==> config.mk <==
export PLATFORM = sky130hd
export DESIGN_NAME = kbd_hex_display
export DESIGN_NICKNAME = d
export VERILOG_FILES = /design/src/rtl/kbd_hex_pkg.sv /design/src/rtl/kbd_hex_display_hex7seg.sv /design/src/rtl/kbd_hex_display.sv
export SDC_FILE = /design/constraint.sdc
export NUM_CORES = 1
export LEC_CHECK = 0
export ABC_AREA = 0
export BUFFER_PORTS_ARGS = -buffer_cell sky130_fd_sc_hd__buf_2
export CAP_MARGIN = 25
export CORE_MARGIN = 1
export CORE_UTILIZATION = 50
export DETAILED_ROUTE_END_ITERATION = 7
export GPL_TIMING_DRIVEN = 0
export MAX_ROUTING_LAYER = met4
export PLACE_DENSITY = 0.72
export SLEW_MARGIN = 25
export SYNTH_ARGS = -nofsm -noshare
export SYNTH_HDL_FRONTEND = slang
export SYNTH_SLANG_ARGS = --single-unit
==> constraint.sdc <==
create_clock -name clk -period 4.5 [get_ports clk]
set_clock_uncertainty 0.1 [all_clocks]
set_input_delay 0.45 -clock clk [delete_from_list [all_inputs] [get_ports clk]]
set_output_delay 0.45 -clock clk [all_outputs]
set_load 0.05 [all_outputs]
==> src/rtl/kbd_hex_pkg.sv <==
// Shared constants, FSM state encoding and latched-key record for kbd_hex_display.
package kbd_hex_pkg;
  localparam logic [7:0] BRK_CODE   = 8'hF0;
  localparam logic [7:0] EXT_CODE   = 8'hE0;
  localparam logic [6:0] SEG_BLANK  = 7'h7F;
  localparam logic [6:0] SEG_ZERO   = 7'h40;
  localparam int         MIN_DIGITS = 5;

  typedef enum logic [1:0] {ST_IDLE, ST_HELD, ST_BRK, ST_EXT} kbd_state_e;

  typedef struct packed {
    logic [7:0] code;
    logic [7:0] ascii;
    logic       ext;
  } key_t;
endpackage

==> src/rtl/kbd_hex_display_hex7seg.sv <==
// Nibble to active-low seven-segment pattern, bit0 = segment a. Purely combinational.
module hex7seg (
  input  logic [3:0] nib,
  output logic [6:0] seg
);
  always_comb begin
    seg = 7'h7F;
    case (nib)
      4'h0: seg = 7'h40;
      4'h1: seg = 7'h79;
      4'h2: seg = 7'h24;
      4'h3: seg = 7'h30;
      4'h4: seg = 7'h19;
      4'h5: seg = 7'h12;
      4'h6: seg = 7'h02;
      4'h7: seg = 7'h78;
      4'h8: seg = 7'h00;
      4'h9: seg = 7'h10;
      4'hA: seg = 7'h08;
      4'hB: seg = 7'h03;
      4'hC: seg = 7'h46;
      4'hD: seg = 7'h21;
      4'hE: seg = 7'h06;
      4'hF: seg = 7'h0E;
      default: seg = 7'h7F;
    endcase
  end
endmodule

==> src/rtl/kbd_hex_display.sv <==
// Registered PS/2 key status display: held key code/ASCII plus wrapping press counter.
// Optional E0-prefix tracking is enabled with `define KBD_EXT_CODE_EN.
module kbd_hex_display
  import kbd_hex_pkg::*;
#(
  parameter  int NUM_DIGITS = 6,
  localparam int CNT_W      = 4*(NUM_DIGITS-4)
) (
  input  logic                    clk,
  input  logic                    clrn,
  input  logic                    code_valid,
  input  logic [7:0]              code,
  input  logic [7:0]              ascii,
  output logic [7*NUM_DIGITS-1:0] hex_out,
  output logic                    key_down,
  output logic                    ext_key,
  output logic [CNT_W-1:0]        press_count
);
  localparam logic [7*NUM_DIGITS-1:0] HEX_RST = {{(NUM_DIGITS-4){SEG_ZERO}}, {4{SEG_BLANK}}};

  kbd_state_e       state_q, state_d;
  logic             held_q, held_d;   // BRK/EXT were entered with a key held
  logic             bext_q, bext_d;   // pending break carries the E0 prefix
  key_t             cur_q, cur_d;
  logic [CNT_W-1:0] cnt_q, cnt_d;
  logic             is_brk, is_ext, prev_held, data_ext, key_down_d;

  assign is_brk = (code == BRK_CODE);
`ifdef KBD_EXT_CODE_EN
  assign is_ext = (code == EXT_CODE);
`else
  assign is_ext = 1'b0;
`endif

  always_comb begin
    state_d   = state_q;
    held_d    = held_q;
    bext_d    = bext_q;
    cur_d     = cur_q;
    cnt_d     = cnt_q;
    prev_held = (state_q == ST_HELD) || ((state_q == ST_EXT) && held_q);
    data_ext  = (state_q == ST_EXT);
    if (code_valid) begin
      case (state_q)
        ST_BRK: begin
          if (!is_brk) begin
            if ((code == cur_q.code) && (bext_q == cur_q.ext)) begin
              state_d   = ST_IDLE;
              held_d    = 1'b0;
              cur_d.ext = 1'b0;
            end else begin
              state_d = held_q ? ST_HELD : ST_IDLE;
            end
          end
        end
        default: begin
          if (is_brk) begin
            state_d = ST_BRK;
            held_d  = prev_held;
            bext_d  = data_ext;
          end else if (is_ext) begin
            state_d = ST_EXT;
            held_d  = prev_held;
          end else begin
            state_d = ST_HELD;
            held_d  = 1'b1;
            // typematic repeat of the held code/ext pair is not a new press
            if (!(prev_held && (code == cur_q.code) && (data_ext == cur_q.ext))) begin
              cur_d.code  = code;
              cur_d.ascii = ascii;
              cur_d.ext   = data_ext;
              cnt_d       = cnt_q + CNT_W'(1);
            end
          end
        end
      endcase
    end
    key_down_d = (state_d != ST_IDLE) && held_d;
  end

  // Segments are decoded from next-state values so hex_out lands with the state.
  logic [NUM_DIGITS-1:0][3:0] nib;
  logic [NUM_DIGITS-1:0][6:0] seg, seg_d;

  always_comb begin
    nib[0] = cur_d.code[3:0];
    nib[1] = cur_d.code[7:4];
    nib[2] = cur_d.ascii[3:0];
    nib[3] = cur_d.ascii[7:4];
    for (int k = 4; k < NUM_DIGITS; k++) nib[k] = cnt_d[4*(k-4) +: 4];
  end

  for (genvar g = 0; g < NUM_DIGITS; g++) begin : g_dig
    hex7seg u_seg (.nib(nib[g]), .seg(seg[g]));
  end

  always_comb begin
    seg_d = seg;
    if (!key_down_d) seg_d[3:0] = {4{SEG_BLANK}};
  end

  always_ff @(posedge clk or negedge clrn) begin
    if (!clrn) begin
      state_q  <= ST_IDLE;
      held_q   <= 1'b0;
      bext_q   <= 1'b0;
      cur_q    <= '0;
      cnt_q    <= '0;
      key_down <= 1'b0;
      hex_out  <= HEX_RST;
    end else begin
      state_q  <= state_d;
      held_q   <= held_d;
      bext_q   <= bext_d;
      cur_q    <= cur_d;
      cnt_q    <= cnt_d;
      key_down <= key_down_d;
      hex_out  <= seg_d;
    end
  end

`ifdef KBD_EXT_CODE_EN
  always_ff @(posedge clk or negedge clrn) begin
    if (!clrn) ext_key <= 1'b0;
    else       ext_key <= cur_d.ext;
  end
`else
  assign ext_key = 1'b0;
`endif

  assign press_count = cnt_q;
endmodule
==> results.sh <==
export IMPL_yosysMostFrequentCell="dfrtp_1"
export IMPL_vdd_drop_max_mv=0.279
export IMPL_ys_seq_area_share_pct=41.7
export IMPL_track_usage_pct=22.6
export IMPL_period_share_pct=83.0
export IMPL_endpoint_kind="flop"
export IMPL_fin_setup_tns_ns=0
export IMPL_diodes=0
export IMPL_cts_buffers=9
export IMPL_place_congestion=0.952
export IMPL_grt_start_max_net_pins=44
export IMPL_clock_path_buffers=2
export IMPL_synth_top_family_by_area="compound AO/OA/AOI/OAI gates"
export IMPL_route_antenna_remaining_nets=0
export IMPL_synth_area_leaders="dfrtp_1, dfstp_2, ha_1, mux2i_1, nand2_1"
export IMPL_cp_cell_sequence="inv_1, o31ai_1, a311oi_4, buf_6, buf_6, buf_2, mux2i_1, inv_1, ha_1, a2111oi_0, a41oi_1"
export IMPL_synth_common_cells="dfrtp_1, ha_1, nand2_1"
export IMPL_clkPwrFrac_pct=21.0
export IMPL_nNetsFinal=556
export IMPL_drtIter0Drc=179
export IMPL_pwr_share_seq_pct=30.1
export IMPL_seqCellArea_mm2=0.00184
export IMPL_synthesis_instances=415
export IMPL_cts_clk_slew_worst_paths_ns=0.08
export IMPL_hpwl_um=6780
export IMPL_die_area_mm2=0.00920
export IMPL_synth_avg_cell_area_um2=10.6
export IMPL_placed_cell_area_mm2=0.00491
export IMPL_p_leak_nw=2.44
export IMPL_rsz0062_at_grt="false"
export IMPL_worstSetupStartpointType="flop"
export IMPL_grt_pass1_wl_um=15300
export IMPL_relSlewSlack_pct=40.9
export IMPL_fillers=713
export IMPL_synth_compound_area_share_pct=15.0
export IMPL_muxShareOfSynthArea_pct=9.05
export IMPL_post_synth_top_area_cell="dfrtp_1"
export IMPL_core_area_mm2=0.00838
export IMPL_cp_arrival_ns=3.88
export IMPL_cap_violations=0
export IMPL_drt_wl_total_um=9280
export IMPL_grt_overflow=0
export IMPL_yosys_warnings=0
export IMPL_fin_crit_ns=3.73
export IMPL_finalHoldViolCount=0
export IMPL_clkSinkCount=72
export IMPL_synth_edff_count=0
export IMPL_vias_per_cell=5.63
export IMPL_area_growth_pct=17.3
export IMPL_num_rows=33
export IMPL_cts_tree="built"
export IMPL_antenna_found_initial=0
export IMPL_wl_per_cell_um=15.3
export IMPL_cts_root_buffer="clkbuf_8"
export IMPL_multi_input_area_mm2=0.00235
export IMPL_fp_dieH_um=95.9
export IMPL_status="finished, final reports clean"
export IMPL_synthDominantCellAreaShare_pct=23.8
export IMPL_first_pass_iters=5
export IMPL_start_util_pct=52.6
export IMPL_clk_insertion_delay_late_ns=0.34
export IMPL_design_area_mm2=0.00517
export IMPL_synthSimpleGateAreaFrac_pct=13.4
export IMPL_vias=3415
export IMPL_ctsHtreeMaxLevel=3
export IMPL_total_power_mw=3.05
export IMPL_critPathRequiredTime_ns=4.64
export IMPL_grt_pass1_vias=3291
export IMPL_netlist_area_mm2=0.00441
export IMPL_pwr_share_comb_pct=48.9
export IMPL_yosys_register_bits=72
export IMPL_synthAdderAreaFrac_pct=11.4
export IMPL_switching_share_pct=44.1
export IMPL_synth_cell_types=67
export IMPL_setup_viol=0
export IMPL_drc=0
export IMPL_io_pins=71
export IMPL_syn_nets=474
export IMPL_synth_ff_type="dfrtp_1"
export IMPL_power_density_mw_per_mm2=590
export IMPL_synth_xor_area_share_pct=4.51
export IMPL_final_layout_size_suffix_gt1_share_pct=32.9
export IMPL_min_path_type="input pin to flop"
export IMPL_port_buffers=69
export IMPL_async_flop_share_pct=100
export IMPL_fmaxAchievable_ghz=0.268
export IMPL_power_net_switching_mw=1.35
export IMPL_worstSetupPathType="flop to flop"
export IMPL_worstMarginPinSlew_ns=0.878
export IMPL_internal_power_mw=1.70
export IMPL_critPathMaxStageDelay_ns=0.65
export IMPL_fp_dieW_um=95.9
export IMPL_cp_slowest_cell="a311oi_4"
export IMPL_drv_slew=0
export IMPL_path_max_fanout=10
## what timing repair did
item                                   CTS  global route
setup endpoints to repair                0             0
endpoints found under the hold margin   14             0
hold buffers                             1             0
buffers inserted                         0             0
resized for setup                        0             0
## power by group through the flow
| stage | clock [mW] | combinational, mW | sequential (mW) |
|---|---|---|---|
| final | 0.640 | 1.49 | 0.919 |
| after global routing | 0.687 | 1.62 | 0.941 |
| after CTS | 0.656 | 1.49 | 0.922 |
| after detailed placement | 0 | 1.48 | 0.934 |
| after global placement | 0 | 1.45 | 0.925 |
| after floorplan | 0 | 0.710 | 1.39 |
## through the flow
| stage | hold WS (ns) | setup WS, ns | std cells | utilization (%) |
|---|---|---|---|---|
| floorplan | 0.0544 | 1.26 | 415 | - |
| global placement | 0.407 | 0.620 | 589 | 58.3 |
| detailed placement | 0.301 | 0.633 | 590 | 58.5 |
| CTS | 0.299 | 0.783 | 607 | 61.7 |
| global route | 0.325 | 0.485 | 607 | 61.7 |
| finish | 0.321 | 0.767 | 607 | 61.7 |
## metal layers
| metal | GRT usage (%) | up-vias | routed length (um) |
|---|---|---|---|
| met5 | - | - | 0 |
| met4 | 10.3 | 0 | 145 |
| met3 | 3.48 | 15 | 469 |
| met2 | 36.2 | 102 | 4570 |
| met1 | 28.2 | 1652 | 4090 |
| li1 | - | 1646 | - |
## critical path, delay by kind of cell (launching register included)
family	cells	cell delay, ns
fa+ha+maj	1	0.27
mux	1	0.49
compound gates	4	1.28
flops	1	0.42
buf+inv	5	1.08
## cell usage in the layout, fill, tap and decap left out, types with 4 or more instances in the layout
master / count
buf_2: 72
dfrtp_1: 42
ha_1: 40
nand2_1: 35
dfstp_2: 30
inv_1: 25
nor2_1: 25
mux2i_1: 15
nor3_1: 15
a21oi_1: 13
xor2_1: 12
o21ai_0: 12
clkbuf_8: 11
nand3_1: 9
o21ai_1: 8
nand4_1: 7
inv_2: 7
a221o_1: 7
nand3b_1: 6
o31ai_1: 5
mux2i_2: 5
mux2_2: 5
a32oi_1: 5
clkbuf_1: 4
buf_4: 4
o22ai_1: 4
mux2i_4: 4
a31oi_1: 4
o221ai_1: 4
## layout make-up
class | instances | share of cell area (%)
multi-input cells | 295 | 45.5
flip-flops and latches | 72 | 35.6
repair buffers | 71 | 7.31
clock buffers | 11 | 2.93
inverters | 34 | 2.56
well taps | 105 | 2.54
clock inverters | 5 | 1.98
plain buffers | 14 | 1.62
## sequential cells by signal, summed over array words and instances (netlist names)
name	count
state_q	2
cur_q	17
hex_out	42
bext_q	1
key_down	1
press_count	8
held_q	1
## worst paths after layout
kind | startpoint | end | slack, ns | depth (start not counted)
worst max-delay path | state_q[0]$_DFF_PN0_ | hex_out[24]$_DFF_PN1_ | 0.77 | 11
worst min-delay path | code_valid | state_q[0]$_DFF_PN0_ | 0.32 | 2
worst max register to register | state_q[0]$_DFF_PN0_ | hex_out[24]$_DFF_PN1_ | 0.77 | 11
worst min register to register | bext_q$_DFFE_PN0P_ | bext_q$_DFFE_PN0P_ | 0.44 | 1
max in group asynchronous | clrn | hex_out[19]$_DFF_PN1_ | 3.21 | 3
min in group asynchronous | clrn | hex_out[31]$_DFF_PN0_ | 0.47 | 2
## kinds of logic (layout without fill, tap and decap cells)
group	Yosys count	count (layout)
buffers and inverters	48	135
multiplexers	31	31
other	1	1
adder cells (fa/ha/maj)	40	40
AO/OA/AOI/OAI	88	88
XOR/XNOR	18	18
AND/OR/NAND/NOR	117	117
flip-flops	72	72
(Power assumes the default switching activity.)
